[src/rtl/ext_arb_pkg.sv]
// Shared types and widths for the external bus master arbiter.
// State encoding is fixed so the debug state output can be decoded by checkers.
package ext_arb_pkg;

  typedef enum logic [1:0] {
    ST_IDLE = 2'd0,
    ST_BUS  = 2'd1,
    ST_DONE = 2'd2
  } state_e;

  localparam int ADDR_W = 30;
  localparam int BE_W   = 4;
  localparam int DATA_W = 32;

  localparam logic [DATA_W-1:0] TIMEOUT_RDATA = 32'hDEAD_BEEF;

endpackage

[src/rtl/ext_arb_rr_pick.sv]
// Combinational round-robin picker: the first set request at or after ptr_i,
// wrapping modulo NUM_REQ, returned as one-hot grant and binary index.
module ext_arb_rr_pick #(
  parameter int NUM_REQ = 4,
  parameter int IDX_W   = $clog2(NUM_REQ)
) (
  input  logic [NUM_REQ-1:0] req_i,
  input  logic [IDX_W-1:0]   ptr_i,
  output logic [NUM_REQ-1:0] grant_o,
  output logic [IDX_W-1:0]   idx_o,
  output logic               any_o
);

  int cand;

  always_comb begin
    grant_o = '0;
    idx_o   = '0;
    any_o   = 1'b0;
    cand    = 0;
    for (int k = 0; k < NUM_REQ; k++) begin
      cand = int'(ptr_i) + k;
      if (cand >= NUM_REQ) cand = cand - NUM_REQ;
      if (!any_o && req_i[cand]) begin
        any_o         = 1'b1;
        idx_o         = IDX_W'(cand);
        grant_o[cand] = 1'b1;
      end
    end
  end

endmodule

[src/rtl/ext_master_arbiter.sv]
// Round-robin arbiter sharing the external bus master bridge among NUM_REQ requesters,
// one transaction in flight. Define EXT_ARB_TIMEOUT_EN to build the ack timeout/abort path.
module ext_master_arbiter
  import ext_arb_pkg::*;
#(
  parameter int NUM_REQ     = 4,
  parameter int TIMEOUT_CYC = 1024
) (
  input  logic                      clk,
  input  logic                      reset,
  input  logic [NUM_REQ-1:0]        req,
  input  logic [NUM_REQ-1:0]        req_wr,
  input  logic [NUM_REQ*ADDR_W-1:0] req_addr,
  input  logic [NUM_REQ*BE_W-1:0]   req_be,
  input  logic [NUM_REQ*DATA_W-1:0] req_wdata,
  output logic [NUM_REQ-1:0]        done,
  output logic [NUM_REQ-1:0]        err,
  output logic [DATA_W-1:0]         rdata,
  output logic                      busy,
  output logic [ADDR_W-1:0]         bus_address,
  output logic [BE_W-1:0]           bus_be,
  output logic                      bus_read,
  output logic                      bus_write,
  output logic [DATA_W-1:0]         bus_wdata,
  input  logic                      bus_ack,
  input  logic [DATA_W-1:0]         bus_rdata,
  output logic [1:0]                dbg_state
);

  localparam int IDX_W = $clog2(NUM_REQ);

  state_e              state_q, state_d;
  logic [IDX_W-1:0]    ptr_q, ptr_d;
  logic [NUM_REQ-1:0]  gnt_q, gnt_d;
  logic [ADDR_W-1:0]   addr_q, addr_d;
  logic [BE_W-1:0]     be_q, be_d;
  logic [DATA_W-1:0]   wdata_q, wdata_d;
  logic                wr_q, wr_d;
  logic [DATA_W-1:0]   rdata_q, rdata_d;

  logic [NUM_REQ-1:0]  pick_grant;
  logic [IDX_W-1:0]    pick_idx;
  logic                pick_any;
  logic                grant_now;
  logic                timeout_hit;
  logic                err_flag;

  ext_arb_rr_pick #(
    .NUM_REQ (NUM_REQ),
    .IDX_W   (IDX_W)
  ) u_pick (
    .req_i   (req),
    .ptr_i   (ptr_q),
    .grant_o (pick_grant),
    .idx_o   (pick_idx),
    .any_o   (pick_any)
  );

  assign grant_now = (state_q == ST_IDLE) && pick_any;

`ifdef EXT_ARB_TIMEOUT_EN
  localparam int CNT_W = (TIMEOUT_CYC > 2) ? $clog2(TIMEOUT_CYC) : 1;

  logic [CNT_W-1:0] cnt_q, cnt_d;
  logic             err_q, err_d;

  // Ack wins over an abort landing in the same cycle.
  assign timeout_hit = (state_q == ST_BUS) && !bus_ack && (cnt_q == CNT_W'(TIMEOUT_CYC - 1));
  assign err_flag    = err_q;

  always_comb begin
    cnt_d = cnt_q;
    err_d = err_q;
    if (grant_now) begin
      cnt_d = '0;
      err_d = 1'b0;
    end else if (state_q == ST_BUS && !bus_ack) begin
      if (timeout_hit) err_d = 1'b1;
      else             cnt_d = cnt_q + 1'b1;
    end
  end

  always_ff @(posedge clk or posedge reset) begin
    if (reset) begin
      cnt_q <= '0;
      err_q <= 1'b0;
    end else begin
      cnt_q <= cnt_d;
      err_q <= err_d;
    end
  end
`else
  assign timeout_hit = 1'b0;
  assign err_flag    = 1'b0;
`endif

  // FSM: state register
  always_ff @(posedge clk or posedge reset) begin
    if (reset) state_q <= ST_IDLE;
    else       state_q <= state_d;
  end

  // FSM: next state
  always_comb begin
    state_d = state_q;
    case (state_q)
      ST_IDLE: if (pick_any) state_d = ST_BUS;
      ST_BUS:  if (bus_ack || timeout_hit) state_d = ST_DONE;
      ST_DONE: state_d = ST_IDLE;
      default: state_d = ST_IDLE;
    endcase
  end

  // FSM: outputs. Strobes decode from state so an async reset drops them at once.
  always_comb begin
    busy      = (state_q != ST_IDLE);
    bus_read  = (state_q == ST_BUS) && !wr_q;
    bus_write = (state_q == ST_BUS) && wr_q;
    done      = '0;
    err       = '0;
    if (state_q == ST_DONE) begin
      done = gnt_q;
      if (err_flag) err = gnt_q;
    end
  end

  always_comb begin
    ptr_d   = ptr_q;
    gnt_d   = gnt_q;
    addr_d  = addr_q;
    be_d    = be_q;
    wdata_d = wdata_q;
    wr_d    = wr_q;
    rdata_d = rdata_q;
    if (grant_now) begin
      gnt_d   = pick_grant;
      addr_d  = req_addr[pick_idx*ADDR_W +: ADDR_W];
      be_d    = req_be[pick_idx*BE_W +: BE_W];
      wdata_d = req_wdata[pick_idx*DATA_W +: DATA_W];
      wr_d    = req_wr[pick_idx];
      ptr_d   = (pick_idx == IDX_W'(NUM_REQ - 1)) ? '0 : pick_idx + 1'b1;
    end
    if (state_q == ST_BUS) begin
      if (bus_ack) begin
        if (!wr_q) rdata_d = bus_rdata;
      end else if (timeout_hit) begin
        rdata_d = TIMEOUT_RDATA;
      end
    end
  end

  always_ff @(posedge clk or posedge reset) begin
    if (reset) begin
      ptr_q   <= '0;
      gnt_q   <= '0;
      addr_q  <= '0;
      be_q    <= '0;
      wdata_q <= '0;
      wr_q    <= 1'b0;
      rdata_q <= '0;
    end else begin
      ptr_q   <= ptr_d;
      gnt_q   <= gnt_d;
      addr_q  <= addr_d;
      be_q    <= be_d;
      wdata_q <= wdata_d;
      wr_q    <= wr_d;
      rdata_q <= rdata_d;
    end
  end

  assign bus_address = addr_q;
  assign bus_be      = be_q;
  assign bus_wdata   = wdata_q;
  assign rdata       = rdata_q;
  assign dbg_state   = state_q;

endmodule

[config.mk]
export PLATFORM = sky130hd
export DESIGN_NAME = ext_master_arbiter
export DESIGN_NICKNAME = d
export VERILOG_FILES = /design/src/rtl/ext_arb_pkg.sv /design/src/rtl/ext_arb_rr_pick.sv /design/src/rtl/ext_master_arbiter.sv
export SDC_FILE = /design/constraint.sdc
export NUM_CORES = 1
export LEC_CHECK = 0
export BUFFER_PORTS_ARGS = -buffer_cell sky130_fd_sc_hd__buf_2
export CORE_MARGIN = 3
export CORE_UTILIZATION = 25
export CTS_BUF_LIST = sky130_fd_sc_hd__clkbuf_8 sky130_fd_sc_hd__clkbuf_16
export DETAILED_ROUTE_END_ITERATION = 10
export GPL_TIMING_DRIVEN = 1
export RECOVER_POWER = 100
export SKIP_LAST_GASP = 1
export SLEW_MARGIN = 15
export SYNTH_ARGS = -nofsm -noshare
export SYNTH_HDL_FRONTEND = slang
export SYNTH_SLANG_ARGS = --single-unit
[constraint.sdc]
create_clock -name clk -period 5.1 [get_ports clk]
set_clock_uncertainty 0.2 [all_clocks]
set_input_delay 0.255 -clock clk [delete_from_list [all_inputs] [get_ports clk]]
set_output_delay 0.255 -clock clk [all_outputs]
set_load 0.05 [all_outputs]
After elaboration in Yosys (flattened, before gate mapping)
Index checks and enable logic that the tools add are counted.
- multiplexer cells: 43
- equality and inequality tests: 5
- bitwise gates (word level): 4
- multiply operators: 1
- add/subtract/negate cells: 8
- shift operators: 3
- reduce and logical (&&, ||, !) cells: 18
- order comparisons: 13
- operator list (kind ; number):
    $ge A32 B1 Y1 const B ; 4
    $lt A32 B4 Y1 const B ; 4
    $mux W32 ; 4
    $shiftx A128 B8 Y32 ; 1
    $shiftx A120 B8 Y30 ; 1
    $ge A32 B4 Y1 const B ; 3
    $sub A32 B4 Y32 const B ; 3
    $mux W4 ; 5
    $mux W1 ; 17
    $shiftx A16 B5 Y4 ; 1
    $mux W2 ; 7
    $or A4 B4 Y4 ; 3
    $bmux W1 S2 ; 5
    $logic_and A1 B1 Y1 ; 10
    $demux W1 S2 ; 4
    $add A2 B2 Y3 const B ; 2
    $mul A2 B4 Y6 const B ; 1
    $eq A2 B2 Y1 const B ; 2
    $logic_not A1 Y1 ; 4
    $ne A2 B2 Y1 const B ; 2
    $pmux W2 S2 ; 1
    $sub A2 B3 Y4 const B ; 1
    $add A2 B1 Y3 const B ; 1
    $ge A2 B3 Y1 const B ; 1
    8 further kinds ; 8
- bits in registers: 107
- output and inout bits: 111
- input bits: 307
- word-level logic and storage cells: 103

Logic depth before layout (Yosys ltp)
Gate-level depths: netlist of the first run.
- depth in word-level cells: 17
- gate-level depth with buffers: 12
- depth with buffers taken out: 8

Modules after synthesis
From an unflattened synthesis of the first run, not the netlist that was laid out.
- cells, all modules: 375
- area total of the unflattened synthesis: 6223.5 um2
- by module, submodules not included (module ; cells an instance ; instances ; area an instance (um2) ; seq. area each (um2)):
    ext_master_arbiter ; 327 ; 1 ; 5766.8 ; 2677.6
    ext_arb_rr_pick ; 48 ; 1 ; 456.7 ; 0.0

Least setup slack after synthesis of the first run
OpenSTA, ideal clock, no wires.
- path type: register -> register
- from: register ptr_q[0]
- to: register addr_q[0] (netlist: bus_address[0])
- required time: 4.758 ns
- arrival time: 2.588 ns
- setup slack: 2.170 ns
- setup time: 0.142 ns
- period minus slack after synthesis: 2.930 ns
- cell stages (with the launch flop): 13
- buffers on the path: 5
- cell sequence: dfrtp_1 > buf_6 > buf_6 > inv_1 > ha_1 > mux2_2 > a211oi_1 > o21bai_2 > buf_6 > buf_12 > buf_8 > mux2i_1 > o221ai_1
- cells in the longest elaborated chain, start to end: 17
- elaborated cells on any way between the ends: 44
- those cells by class: 7 x add/sub; 1 x mul; 4 x order compare; 1 x shift; 24 x mux; 7 x reduce/logical
- ends and longest elaborated chain (what ; line ; text):
    start: declaration ; ext_master_arbiter.sv:33 ; logic [IDX_W-1:0] ptr_q, ptr_d;
    start signal: assignment ; ext_master_arbiter.sv:162 ; ptr_q <= ptr_d;
    branches (longest 17 deep; another with $sub A32 B4 Y32) ; - ;
    end signal: assignment ; ext_master_arbiter.sv:164 ; addr_q <= addr_d;
    end: declaration ; ext_master_arbiter.sv:35 ; logic [ADDR_W-1:0] addr_q, addr_d;
Several ways; the timed one is not identified. The select of a mux whose other input is x is not followed.
A chain may end at the register's enable or synchronous reset.

Final worst setup path of the first run
- from: register ptr_q[0]
- to: register wdata_q[10] (netlist: bus_wdata[10])
- cells in the longest elaborated chain, start to end: 16
- elaborated cells on any way between the ends: 43
- those cells by class: 7 x add/sub; 4 x order compare; 1 x shift; 24 x mux; 7 x reduce/logical
- ends and longest elaborated chain (what ; line ; text):
    branches (longest 16 deep; another with $sub A32 B4 Y32) ; - ;
    end signal: assignment ; ext_master_arbiter.sv:166 ; wdata_q <= wdata_d;
    end: declaration ; ext_master_arbiter.sv:37 ; logic [DATA_W-1:0] wdata_q, wdata_d;
Several ways; the timed one is not identified. The select of a mux whose other input is x is not followed.

==> results of run 1 <==
## power groups by stage
stage / clock network [µW] / logic [µW] / registers, µW
floorplan: 0 / 2370 / 2890
global placement: 0 / 4540 / 1550
detailed placement: 0 / 4600 / 1560
CTS: 758 / 4620 / 1550
global route: 791 / 4770 / 1620
finish: 725 / 4460 / 1560
## metal layers
metal | GRT usage (%) | vias to the layer above
met5 | 0 | -
met4 | 3.84 | 2
met3 | 4.49 | 22
met2 | 27.5 | 297
met1 | 19.0 | 2833
li1 | - | 2893
## layout make-up
| cell class | count | area [µm²] |
|---|---|---|
| sequential | 107 | 2680 |
| multi-input combinational | 387 | 3190 |
| tap | 324 | 405 |
| timing repair buffer | 458 | 2360 |
| inverter | 7 | 27.5 |
| clock buffer | 9 | 225 |
| clock inverter | 7 | 67.6 |
| fill | 2476 | 15500 |
## repair_timing
action                    4_1_cts  5_1_grt
buffers inserted                0        0
hold buffers                   36        0
gates resized for setup         0        0
hold endpoints to repair       97        0
## sequential cells by signal, summed over array words and instances, names as in the netlist
signal,cells
rdata,32
gnt_q,4
dbg_state,2
ptr_q,2
bus_be,4
wr_q,1
bus_address,30
bus_wdata,32
## kinds of logic after synthesis
group | after synthesis | share of synthesized area [%]
mux | 173 | 28.8
compound gates | 96 | 13.0
other cells | 1 | 0.0601
xor+xnor | 2 | 0.281
fa+ha+maj | 8 | 1.60
flops | 107 | 42.9
buf+inv | 58 | 6.53
simple gates | 104 | 6.87
## synth_stat cells (2+ instances only)
library cell / instances / area [µm²]
sky130_fd_sc_hd__clkbuf_1: 18 / 67.6
sky130_fd_sc_hd__clkbuf_4: 4 / 30.0
sky130_fd_sc_hd__o221ai_1: 67 / 587
sky130_fd_sc_hd__nor3_1: 2 / 10.0
sky130_fd_sc_hd__buf_12: 3 / 60.1
sky130_fd_sc_hd__dlygate4sd1_1: 2 / 17.5
sky130_fd_sc_hd__mux2_2: 33 / 372
sky130_fd_sc_hd__a21oi_1: 3 / 15.0
sky130_fd_sc_hd__buf_4: 10 / 75.1
sky130_fd_sc_hd__buf_6: 5 / 56.3
sky130_fd_sc_hd__nor2b_1: 6 / 37.5
sky130_fd_sc_hd__and2_1: 5 / 31.3
sky130_fd_sc_hd__nand2_1: 76 / 285
sky130_fd_sc_hd__mux4_2: 2 / 45.0
sky130_fd_sc_hd__inv_1: 7 / 26.3
sky130_fd_sc_hd__buf_8: 3 / 45.0
sky130_fd_sc_hd__nor2_1: 11 / 41.3
sky130_fd_sc_hd__buf_2: 6 / 30.0
sky130_fd_sc_hd__ha_1: 8 / 100
sky130_fd_sc_hd__mux2i_1: 137 / 1370
sky130_fd_sc_hd__dfrtp_1: 107 / 2680
sky130_fd_sc_hd__a211oi_1: 5 / 37.5
sky130_fd_sc_hd__nand2b_1: 2 / 12.5
sky130_fd_sc_hd__o21ai_0: 8 / 40.0
sky130_fd_sc_hd__a2bb2oi_1: 4 / 35.0
## path summary, 6_finish.rpt
kind / endpoint / slack [ns] / depth (start not counted)
setup / recovery: bus_wdata[10]$_DFFE_PP0P_ / 0.74 / 8
hold / removal: bus_wdata[17]$_DFFE_PP0P_ / 0.01 / 3
min in group asynchronous: rdata[10]$_DFFE_PP0P_ / 1.01 / 3
max in group asynchronous: bus_wdata[9]$_DFFE_PP0P_ / 1.55 / 4
setup reg to reg: bus_wdata[10]$_DFFE_PP0P_ / 0.74 / 8
hold reg to reg: gnt_q[0]$_DFFE_PP0P_ / 0.29 / 2
## worst min-delay path, delay by kind of cell
kind | cells | cell delay [ns]
multiplexers | 1 | 0.05
AO/OA/AOI/OAI | 1 | 0.15
buffers and inverters | 1 | 0.08
## stage by stage
step | hold WS [ns] | setup slack [ns] | util (%) | cells | total power, µW
global route | 0.00779 | 0.503 | 36.6 | 1299 | 7190
finish | 0.0138 | 0.739 | 36.6 | 1299 | 6750
floorplan | 0.166 | 1.83 | - | 552 | 5260
global placement | 0.250 | 1.40 | 34.6 | 1247 | 6090
detailed placement | 0.263 | 1.27 | 34.6 | 1247 | 6160
CTS | 0.000946 | 1.27 | 37.3 | 1299 | 6930
==> run summary, run 1 <==
The flow ran to the end, but the final reports show violations. The final reports fail on capacitance limit, slew limit. The detailed router placed 6047 vias in this run. Headroom to the max-slew limit came out at -89.6%. The initial standard-cell utilization of the core was 25.5%. The die covers 26900 µm². After floorplanning, the core was divided into 57 placement rows. Entering global routing, the biggest net connects 80 pins. The final instance area came out at 8950 µm².

The share of total power in sequential cells is 23.2%. TritonCTS built the clock tree. The critical path starts at ptr_q[0]$_DFFE_PP0P_. The library cell used most frequently in the layout, excluding fill and tap cells, is sky130_fd_sc_hd__buf_2.

The number of antenna violations at the first check in global routing is 1. Wire segments on met2 add up to 11200 µm in the final route. The first TritonRoute pass finished after 4 iterations. The later-pin clock latency in the skew report came out at 0.35 ns. Setup repair after global routing left no endpoint under its margin.

Startpoint of the most critical hold path: req_wdata[81]. The first routing iteration left 302 violations. The tree is rooted in a sky130_fd_sc_hd__clkbuf_16.

The per-cell via count in the routed design is 4.66. The routed design could run at a clock period as short as 4.36 ns. After detailed routing, the number of remaining DRC violations is 0. The clock transition at the registers of the reported paths works out to 0.09 ns. The net switching power figure was 3690 µW.

The class of the tightest hold or removal check was in2reg. Port buffering added 413 buffers. Of all nets on the critical path, the largest fanout is 64. The count of buffering cells on the critical path with inverters included works out to 2. Static timing analysis puts the maximum clock frequency at 229 MHz. For the HPWL after detailed placement, the log shows 16600 µm. For this run, the number of Yosys warnings is 0. TritonCTS created 9 clock buffers. The fraction of final layout cells sized beyond drive strength 1 was 37.5%.

The height of the die is 164 µm, and the internal power component is 3050 µW. The met1 wire length was 8910 µm. In this run the deepest clock path goes through 2 buffers. Across the run, the number of max-cap violations was 3. The critical path goes through inv_1 -> ha_1 -> mux2_1 -> a211oi_1 -> o21bai_4 -> clkbuf_4 -> mux2i_1 -> o221ai_1. The logic gate share of total power was 66.1%. The worst reg2reg path startpoint is ptr_q[0]$_DFFE_PP0P_. For the count of pins on the block boundary, the log shows 418.

In the synthesized netlist the async set-or-reset flop fraction comes to 100%. The run gives 1950 µm as the met3 wire length. Leaving out fill and tap cells, the most frequent cells in the layout are sky130_fd_sc_hd__buf_2, sky130_fd_sc_hd__mux2i_1, sky130_fd_sc_hd__clkbuf_1. The worst setup path is captured at a flip-flop. The global routing usage summed across all routing layers is 15.7%.

The cell count after synthesis came out at 549. Area growth from synthesis to final layout: 43.3%. Setup violations remaining at the end of the flow were counted as 0. After layout, the worst path uses 85.5% of the clock period. The average footprint of a synthesized cell is 11.4 µm². The area after detailed placement came out at 8460 µm². Family of cells with the greatest summed delay on the critical path: buffers and inverters.

For this block, the routed nets add up to 22400 µm of wire. The total overflow left after global routing is 0. Adding up every negative setup slack in the final design gives 0 ns. The highest metal layer carrying signal wires in the routed design is met5. Counting flops and latches in the post-synthesis netlist gives 107. The number of enable-type register cells in the synthesized netlist is 0.

Data arrives at the worst endpoint at 4.34 ns. The final count of pins violating max slew was 176; the final hold violation count was 0. The area of the mapped netlist is 6240 µm². The worst setup path is launched from a flip-flop. For the number of global-route vias before repair, the log shows 6109. For the antenna cell count, the log shows 0. The clock network accounts for 10.7% of the total power. On the worst path, the slowest cell contributes a delay of 0.90 ns. For this design the ratio of total power to cell area is 754 nW/µm². The number of nets with antenna violations after routing came out at 0. The critical path data required time was 5.08 ns; the leakage power summed over all cells was 0.00434 µW.

Among all flip-flop cells after synthesis, the most frequent one is sky130_fd_sc_hd__dfrtp_1. The run gives 42.9% as the sequential share of the synthesized area. At the pin with the least slew margin, the transition time is 2.83 ns. The tools report the number of sinks handled by clock tree synthesis as 107.

The critical path is of the reg2reg type. The first global-routing pass estimated 33200 µm of wire. Across the VDD grid, the largest voltage drop is 0.000417 V. The die width came out at 164 µm. For this run, the post-layout net count is 1285. The run gives 0.792 as the final estimated routing congestion in global placement. The post-detailed-route wirelength per cell came out at 17.2 µm. On the critical path, the stage with the largest delay is an instance of sky130_fd_sc_hd__clkbuf_4. The region available for standard cell placement spans 24500 µm². For the count of unique library cells instantiated by Yosys, the log shows 40.

In this run switching power makes up 54.7% of total power. The total number of H-tree levels is 3.
No activity file was read; power rests on OpenSTA's default activity.
==> inputs of run 2 (changes only) <==
--- a/config.mk
+++ b/config.mk
@@ -16,4 +16,5 @@
 export SLEW_MARGIN = 15
 export SYNTH_ARGS = -nofsm -noshare
 export SYNTH_HDL_FRONTEND = slang
+export SYNTH_HIERARCHICAL = 1
 export SYNTH_SLANG_ARGS = --single-unit
==> constraint.sdc (replaced) <==
create_clock -name clk -period 4.7 [get_ports clk]
set_clock_uncertainty 0.2 [all_clocks]
set_input_delay 0.235 -clock clk [delete_from_list [all_inputs] [get_ports clk]]
set_output_delay 0.235 -clock clk [all_outputs]
set_load 0.05 [all_outputs]
==> run 2 against run 1 <==
Against the previous run:
- the run still ends with capacitance limit, slew limit left
- maximum frequency is 7.9% higher
- sequential cell count stayed put
- sequential share of layout area is 0.21 points lower
- first-iteration DRC count is 18% lower
- combinational power is 25% higher
- global-route usage is 1.4 points lower
- die area is 0.33% lower
- sequential power is 8% higher
- worst hold slack better by 0.092 ns
- synthesized area is 0.34% lower
==> run summary, run 2 <==
Number of global-route vias before repair: 5552 (-9.1%). The die width works out to 164 µm (-0.16%). Core area: 24400 µm² (-0.29%).

The flow ran to the end, but the final reports show violations. The biggest area contributor in the post-synthesis netlist is sky130_fd_sc_hd__dfrtp_1. The maximum fanout along the worst path was 43 (-33%); the simple-gate share of the synthesized area was 2.39% (-4.5 points).

The tools report the endpoint of the worst register-to-register path as bus_address[5]$_DFFE_PP0P_. The xor and xnor area share after synthesis is 0% (-0.28 points), and the count of buffering cells on the critical path with inverters included is 2 (unchanged). The iteration count of the initial detailed-routing pass was 4 (unchanged); the average footprint of a synthesized cell was 16.6 µm² (+46%). For the overall die area, the log shows 26800 µm² (-0.33%). Setup repair after global routing left no endpoint under its margin. The commonest cells after synthesis are sky130_fd_sc_hd__dfrtp_1, sky130_fd_sc_hd__mux2_2, sky130_fd_sc_hd__mux4_2.

TritonCTS built the clock tree. For the number of nets with antenna violations after routing, the log shows 0 (unchanged). The logs give 14.4% (-1.4 points) for the global routing usage summed across all routing layers and 7330 µm (-18%) for the met1 wire length.

The tools report the max-capacitance violation count as 2 (-1). The tools report the sequential share of the synthesized area as 43.0% (+0.15 points). The most frequent standard cell in the layout excluding fill and tap cells was sky130_fd_sc_hd__buf_2. The remaining design rule violation count is 0 (unchanged), and the tightest slew margin relative to the limit is -88.8% (+0.84 points). The area of the mapped netlist was 6220 µm² (-0.34%); the met3 wire length was 1900 µm (-2.6%). The count of cells along the worst hold path works out to 3 (unchanged).

Total routed wirelength: 20100 µm (-10%). In this run the worst setup path begins at ptr_q[1]$_DFFE_PP0P_. The post-synthesis instance total is 375 (-32%).

The root buffer cell was sky130_fd_sc_hd__clkbuf_16. The number of sinks handled by clock tree synthesis is 107 (unchanged). The final estimated routing congestion in global placement was 0.806 (+1.7%). In the layout the commonest cells are sky130_fd_sc_hd__buf_2, sky130_fd_sc_hd__clkbuf_1, sky130_fd_sc_hd__dfrtp_1. The area growth from synthesis to final layout was 44.8%; the post-cts repair resize count was 0 (unchanged). The pin slew with the least headroom to its limit came out at 2.83 ns (+0.00298 ns). The proportion of synthesized area in mux cells was 46.5% (+18 points). The largest net degree at the start of global routing came out at 73 (-8.8%). The violation count after the first detailed-routing iteration is 248 (-18%), and the share of the synthesized area in the top cell type is 43.0% (+0.15 points). For the leakage power summed over all cells, the log shows 0.00400 µW (-7.8%). The startpoint identified for the worst hold timing path is req_wdata[65]. Post-detailed-route wirelength per cell: 17.7 µm (+2.6%).

The data arrival at the endpoint of the critical path came out at 4.08 ns (-0.26 ns). The number of enable-type register cells in the synthesized netlist was 0 (unchanged); the register-to-register setup slack was 0.66 ns (-0.08 ns). The HPWL after detailed placement came out at 15400 µm (-7.2%). The worst setup path is launched from a flip-flop.

The count of fill cells added during filler insertion was 2466 (-0.40%). The quantity of I/O buffers inserted on ports was 413 (unchanged). The highest layer touched by signal routing is met4. The antenna cell count is 0 (unchanged). For the largest buffer count on any clock path, the log shows 2 (unchanged). The peak supply drop was 0.000454 V (+8.7%). In the post-synthesis netlist, the biggest area contributors are sky130_fd_sc_hd__dfrtp_1, sky130_fd_sc_hd__mux4_2, sky130_fd_sc_hd__mux2_2.

The cell with the most instances on the worst path is sky130_fd_sc_hd__mux4_2. After synthesis, the largest family of logic cells by area is multiplexers. Broken down by cell family, the worst path's largest delay share belongs to multiplexers. The final core utilization came out at 36.9% (+0.37 points). The Yosys warning count came out at 6 (+6). The height of the die was 164 µm (-0.16%); the async set-or-reset flop fraction in the synthesized netlist was 100% (unchanged). Endpoint of the worst hold path: bus_wdata[1]$_DFFE_PP0P_. The run gives 0 (-1) as the number of antenna violations at the first check in global routing. The count of unique library cells instantiated by Yosys is 36 (-10%). For the timing-limited maximum frequency, the log shows 247 MHz (+7.9%).

The delay of the slowest cell on the worst path is 0.75 ns (-0.15 ns). The signal on the critical path passes through inv_1 -> ha_1 -> mux4_2 -> and2b_2 -> o21ai_0 -> o31ai_4 -> clkbuf_4 -> mux4_2 -> mux2_2. The tools report the final count of pins violating max slew as 106 (-40%). The tools report the worst reg2reg path startpoint as ptr_q[1]$_DFFE_PP0P_.

The clock transition at the registers of the reported paths was 0.09 ns (about the same); the final setup TNS was 0 ns (unchanged). Final count of negative-setup-slack endpoints: 0 (unchanged). By instance count, the leading cell after synthesis is sky130_fd_sc_hd__dfrtp_1. Critical path data required time: 4.74 ns (-0.34 ns).

The depth of the worst register-to-register path was 9 (+1); the cell area power density was 896 nW/µm² (+19%). The share of the clock period used by the worst path after layout was 86.0% (+0.48 points). The final critical path time including I/O delays and setup works out to 4.04 ns (-0.320 ns). The instance count on the critical path is 9 (+1), and the count of pins on the block boundary is 418 (unchanged).

The later-pin clock latency in the skew report was 0.35 ns (about the same). The total number of H-tree levels is 3 (unchanged). For the global-route wire length before repair, the log shows 29700 µm (-10%).

The worst setup path is captured at a flip-flop. The met2 wire length was 10500 µm (-6.2%). The category of the most critical setup path is reg2reg. Dominant synthesized flop cell: sky130_fd_sc_hd__dfrtp_1. The worst hold path belongs to the class in2reg. The count of state elements after synthesis came out at 107 (unchanged). The tools report the number of clock buffers inserted by TritonCTS as 9 (unchanged). The checks that failed: capacitance limit, slew limit. The fraction of final layout cells sized beyond drive strength 1 was 60.1% (+23 points).

The synthesized-area fraction occupied by ao, oa, aoi and oai cells was 2.11% (-11 points); the total vias in the final route was 5175 (-14%). Per-cell via count in the routed design: 4.54 (-2.4%). The initial standard-cell utilization of the core is 25.5% (about the same), and the total number of nets in the final design is 1126 (-12%).

The post-synthesis share of cell area spent on full adders, half adders and majority gates works out to 1.81% (+0.21 points). The largest individual stage delay along the critical path comes from the cell sky130_fd_sc_hd__clkbuf_4. The final hold violation count is 0 (unchanged). The total overflow reported by the global router is 0 (unchanged). The tools report the row count as 57 (unchanged).
run 2: cell count changes in the layout (fill, tap and decap cells not counted), sizes merged, moves of 4 or more:
cell	previous run	this run
mux2	34	107
a22oi	0	8
a2bb2oi	4	0
mux2i	137	1
o21ai	9	5
o221ai	67	0
nor2b	6	1
nor2	11	4
nand2	76	1
mux4	2	71
a211oi	5	1
clkbuf	123	119
run 2: worst max path at each step:
stage / end / slack (ns)
final: bus_address[5]$_DFFE_PP0P_ / 0.66
after global routing: bus_address[5]$_DFFE_PP0P_ / 0.34
after CTS: bus_wdata[29]$_DFFE_PP0P_ / 0.87
after detailed placement: bus_wdata[22]$_DFFE_PP0P_ / 0.89
after global placement: bus_wdata[15]$_DFFE_PP0P_ / 0.99
after floorplan: bus_wdata[19]$_DFFE_PP0P_ / 1.29
run 2: cell families (layout without fill, tap and decap cells):
| family | after synthesis | in the layout |
|---|---|---|
| multiplexers | 179 | 179 |
| adder cells (fa/ha/maj) | 9 | 9 |
| buffers and inverters | 39 | 476 |
| flip-flops | 107 | 107 |
| other | 1 | 4 |
| AND/OR/NAND/NOR | 21 | 21 |
| AO/OA/AOI/OAI | 19 | 19 |
run 2: tightest hold or removal path, cell delays in order:
cell and delay (ns):
sky130_fd_sc_hd__buf_2 0.07, sky130_fd_sc_hd__mux4_2 0.21, sky130_fd_sc_hd__mux2_1 0.12
run 2: layout make-up:
cell class	instances	area (µm²)	share of cell area, %
Clock buffer	9	225	2.50
Sequential cell	107	2680	29.7
Timing Repair Buffer	455	2340	26.0
Inverter	5	18.8	0.208
Tap cell	324	405	4.50
Clock inverter	7	86.3	0.958
Multi-Input combinational cell	232	3260	36.2
run 2: what timing repair did:
action / 4_1_cts / 5_1_grt
hold buffers: 34 / 0
hold endpoints to repair: 105 / 0
setup buffers: 0 / 0
run 2: power by group:
group,internal [µW],total [µW],switching (µW)
sequential,1420,1690,271
clock,387,807,420
combinational,2250,5570,3320
run 2: through the flow:
step	power, µW	setup slack (ns)	area [µm²]	hold slack, ns	instances
after global placement	7570	0.987	8600	0.252	1089
after global routing	8640	0.342	9010	0.100	1139
after detailed placement	7650	0.888	8600	0.250	1089
after CTS	8530	0.865	9250	0.0881	1139
after floorplan	6540	1.29	6230	0.130	378
final	8070	0.658	9010	0.106	1139
run 2: layer usage:
metal / vias up / track usage, %
met5: - / 0
met3: 25 / 3.86
li1: 2348 / -
met2: 273 / 26.4
met1: 2529 / 16.0
met4: 0 / 4.73
==> inputs of run 3 (changes only) <==
==> constraint.sdc (replaced) <==
create_clock -name clk -period 5 [get_ports clk]
set_clock_uncertainty 0.2 [all_clocks]
set_input_delay 0.25 -clock clk [delete_from_list [all_inputs] [get_ports clk]]
set_output_delay 0.25 -clock clk [all_outputs]
set_load 0.05 [all_outputs]
==> run 3 against run 2 <==
Against the previous run:
- the flow still finishes with violations (capacitance limit, slew limit)
- combinational power is 5.9% lower
- critical path depth shrank 1
- worst hold slack better by 0.016 ns
- sequential share of layout area about the same
- utilization barely moved
- cell count hardly changed
- final area fell by 0.12%
- routed wire length decreased by 0.71%
- non-clock buffer count fell by 1
- maximum frequency shrank 7.7%
==> run summary, run 3 (synthesis gave the netlist of run 2 again) <==
The routing usage on met1 was 16.0% (+0.030 points). The met2 track demand over resource in global routing was 26.5% (+0.038 points). Met3 track utilization from global routing: 4.09% (+0.23 points). The post-CTS repair timing setup buffer count is 0 (unchanged), and the total number of nets in the final design is 1125 (-0.089%).

For the HPWL after detailed placement, the log shows 15300 µm (-0.55%). After global routing, the most crowded layer is met2. The number of instances in the placed design was 1088 (-0.092%); the largest net degree at the start of global routing was 61 (-16%). The most frequent standard cell in the layout excluding fill and tap cells is sky130_fd_sc_hd__buf_2. The core area was 24400 µm² (unchanged). The tools report the logic gate share of total power as 69.0% (about the same).

The height of the die was 164 µm (unchanged). For the number of antenna violations at the first check in global routing, the log shows 0 (unchanged). Timing-limited maximum frequency: 228 MHz (-7.7%). The share of the clock period used by the worst path after layout is 87.6% (+1.6 points).

Setup repair after global routing left no endpoint under its margin. The class of the tightest hold or removal check was in2reg. The run gives 0.000361 V (-20%) as the peak supply drop. The final setup TNS was 0 ns (unchanged). The run gives 0 (unchanged) as the number of nets with antenna violations after routing.

The pin slew with the least headroom to its limit works out to 2.18 ns (-0.648 ns). The library cells used most frequently in the layout, excluding fill and tap cells, are sky130_fd_sc_hd__buf_2, sky130_fd_sc_hd__clkbuf_1, sky130_fd_sc_hd__dfrtp_1. The tools report the final estimated routing congestion in global placement as 0.806 (unchanged).

For the global routing usage summed across all routing layers, the log shows 14.2% (-0.20 points). The cell area power density is 844 nW/µm² (-5.8%), and the per-cell via count in the routed design is 4.53 (-0.32%). The tools report the count of pins on the block boundary as 418 (unchanged). The max-capacitance violation count is 3 (+1), and the number of cells in the finished layout apart from fillers is 1138 (-0.088%). Internal power component: 3820 µW (-5.8%). The run gives 20000 µm (-0.71%) as the total routed wirelength. The post-detailed-route wirelength per cell came out at 17.6 µm (-0.62%). The flow ran to the end, but the final reports show violations. The checks that failed: capacitance limit, slew limit.

The die width was 164 µm (unchanged); the fraction of final layout cells sized beyond drive strength 1 was 60.1% (about the same). The tools report the count of hold buffers inserted by post-cts repair as 34 (unchanged). The logs give 5.04 ns (+0.30 ns) for the critical path data required time and 0 (unchanged) for the post-cts repair resize count. The maximum fanout along the worst path came out at 36 (-16%).

For the iteration count of the initial detailed-routing pass, the log shows 5 (+1). The number of clock buffers inserted by TritonCTS is 9 (unchanged), and the total vias in the final route is 5154 (-0.41%). The later-pin clock latency in the skew report came out at 0.36 ns (about the same). The run gives 143 (+35%) as the final count of pins violating max slew. The logs give 205 (-17%) for the violation count after the first detailed-routing iteration and 107 (unchanged) for the number of sinks handled by clock tree synthesis. The quantity of I/O buffers inserted on ports was 413 (unchanged).

Clock transition at the registers of the reported paths: 0.08 ns (about the same). The run gives 29400 µm (-1.2%) as the global-route wire length before repair. The total overflow reported by the global router is 0 (unchanged). The leakage power summed over all cells is 0.00399 µW (-0.30%).

Data arrival at the endpoint of the critical path: 4.42 ns (+0.34 ns). The run gives 57 (unchanged) as the row count. The total number of H-tree levels is 3 (unchanged). The switching portion of total power came out at 49.7% (-0.057 points).

TritonCTS built the clock tree. The largest buffer count on any clock path is 2 (unchanged), and the net switching power figure is 3770 µW (-6.0%). The area growth from synthesis to layout is 44.6%. Final count of negative-setup-slack endpoints: 0 (unchanged). Initial standard-cell utilization of the core: 25.5% (unchanged).

The overall die area is 26800 µm² (unchanged). The final hold violation count came out at 0 (unchanged). Antenna cell count: 0 (unchanged). The tools report the number of global-route vias before repair as 5435 (-2.1%).

The share of total power in sequential cells was 21.2% (+0.2 points); the remaining design rule violation count was 0 (unchanged). STA classifies the critical path startpoint as a flip-flop. The root buffer cell is sky130_fd_sc_hd__clkbuf_16.

Endpoint class of the critical path: a flip-flop. The final critical path time including I/O delays and setup works out to 4.38 ns (+0.337 ns). The worst setup path is of the reg2reg kind.

For the tightest slew margin relative to the limit, the log shows -46.4% (+42 points). Proportion of power drawn by the clock network: 9.8% (-0.2 points).
## run 3: worst paths after layout
check                                      from                         to  slack, ns  cells after the start
min                               req_wdata[79]  bus_wdata[15]$_DFFE_PP0P_       0.12                      3
max reg2reg                ptr_q[0]$_DFFE_PP0P_  bus_wdata[23]$_DFFE_PP0P_       0.62                      8
max in group asynchronous                 reset       gnt_q[3]$_DFFE_PP0P_       1.49                      4
max                        ptr_q[0]$_DFFE_PP0P_  bus_wdata[23]$_DFFE_PP0P_       0.62                      8
min reg2reg                rdata[8]$_DFFE_PP0P_       rdata[8]$_DFFE_PP0P_       0.29                      1
min in group asynchronous                 reset  bus_wdata[25]$_DFFE_PP0P_       0.80                      3
## run 3: through the flow
step	hold slack (ns)	total power (µW)	cell area, µm²	utilization, %	setup slack (ns)
after floorplan	0.145	6140	6230	-	1.59
after global placement	0.172	7140	8590	35.2	0.878
after detailed placement	0.181	7210	8590	35.2	0.759
after CTS	0.112	8000	9240	37.9	0.732
after global routing	0.115	8120	9000	36.9	0.339
final	0.122	7600	9000	36.9	0.622
## run 3: metal layers
metal,part of all wire [%],vias to the layer above
met4,0.78,0
met2,53,265
met5,0,-
met1,37,2537
li1,-,2341
met3,9.2,11
## run 3: final cells by class
| cell class | count | area (µm²) |
|---|---|---|
| Timing Repair Buffer | 454 | 2340 |
| Inverter | 5 | 20.0 |
| Fill cell | 2476 | 15400 |
| Clock inverter | 7 | 82.6 |
| Sequential cell | 107 | 2680 |
| Clock buffer | 9 | 225 |
| Tap cell | 324 | 405 |
| Multi-Input combinational cell | 232 | 3250 |
## run 3: worst max-delay path, cell delays in order (launching register included)
cell and delay, ns:
sky130_fd_sc_hd__dfrtp_1 0.75, sky130_fd_sc_hd__inv_1 0.20, sky130_fd_sc_hd__ha_1 0.40, sky130_fd_sc_hd__mux4_2 0.44, sky130_fd_sc_hd__o311ai_0 0.40, sky130_fd_sc_hd__a32o_2 0.89, sky130_fd_sc_hd__buf_12 0.30, sky130_fd_sc_hd__mux4_2 0.35
sky130_fd_sc_hd__mux2_2 0.28
## run 3: power by group through the flow
stage | clock network (µW) | logic [µW] | registers, µW
finish | 741 | 5240 | 1610
global route | 819 | 5630 | 1680
global placement | 0 | 5530 | 1610
detailed placement | 0 | 5580 | 1620
CTS | 784 | 5610 | 1610
floorplan | 0 | 3100 | 3040
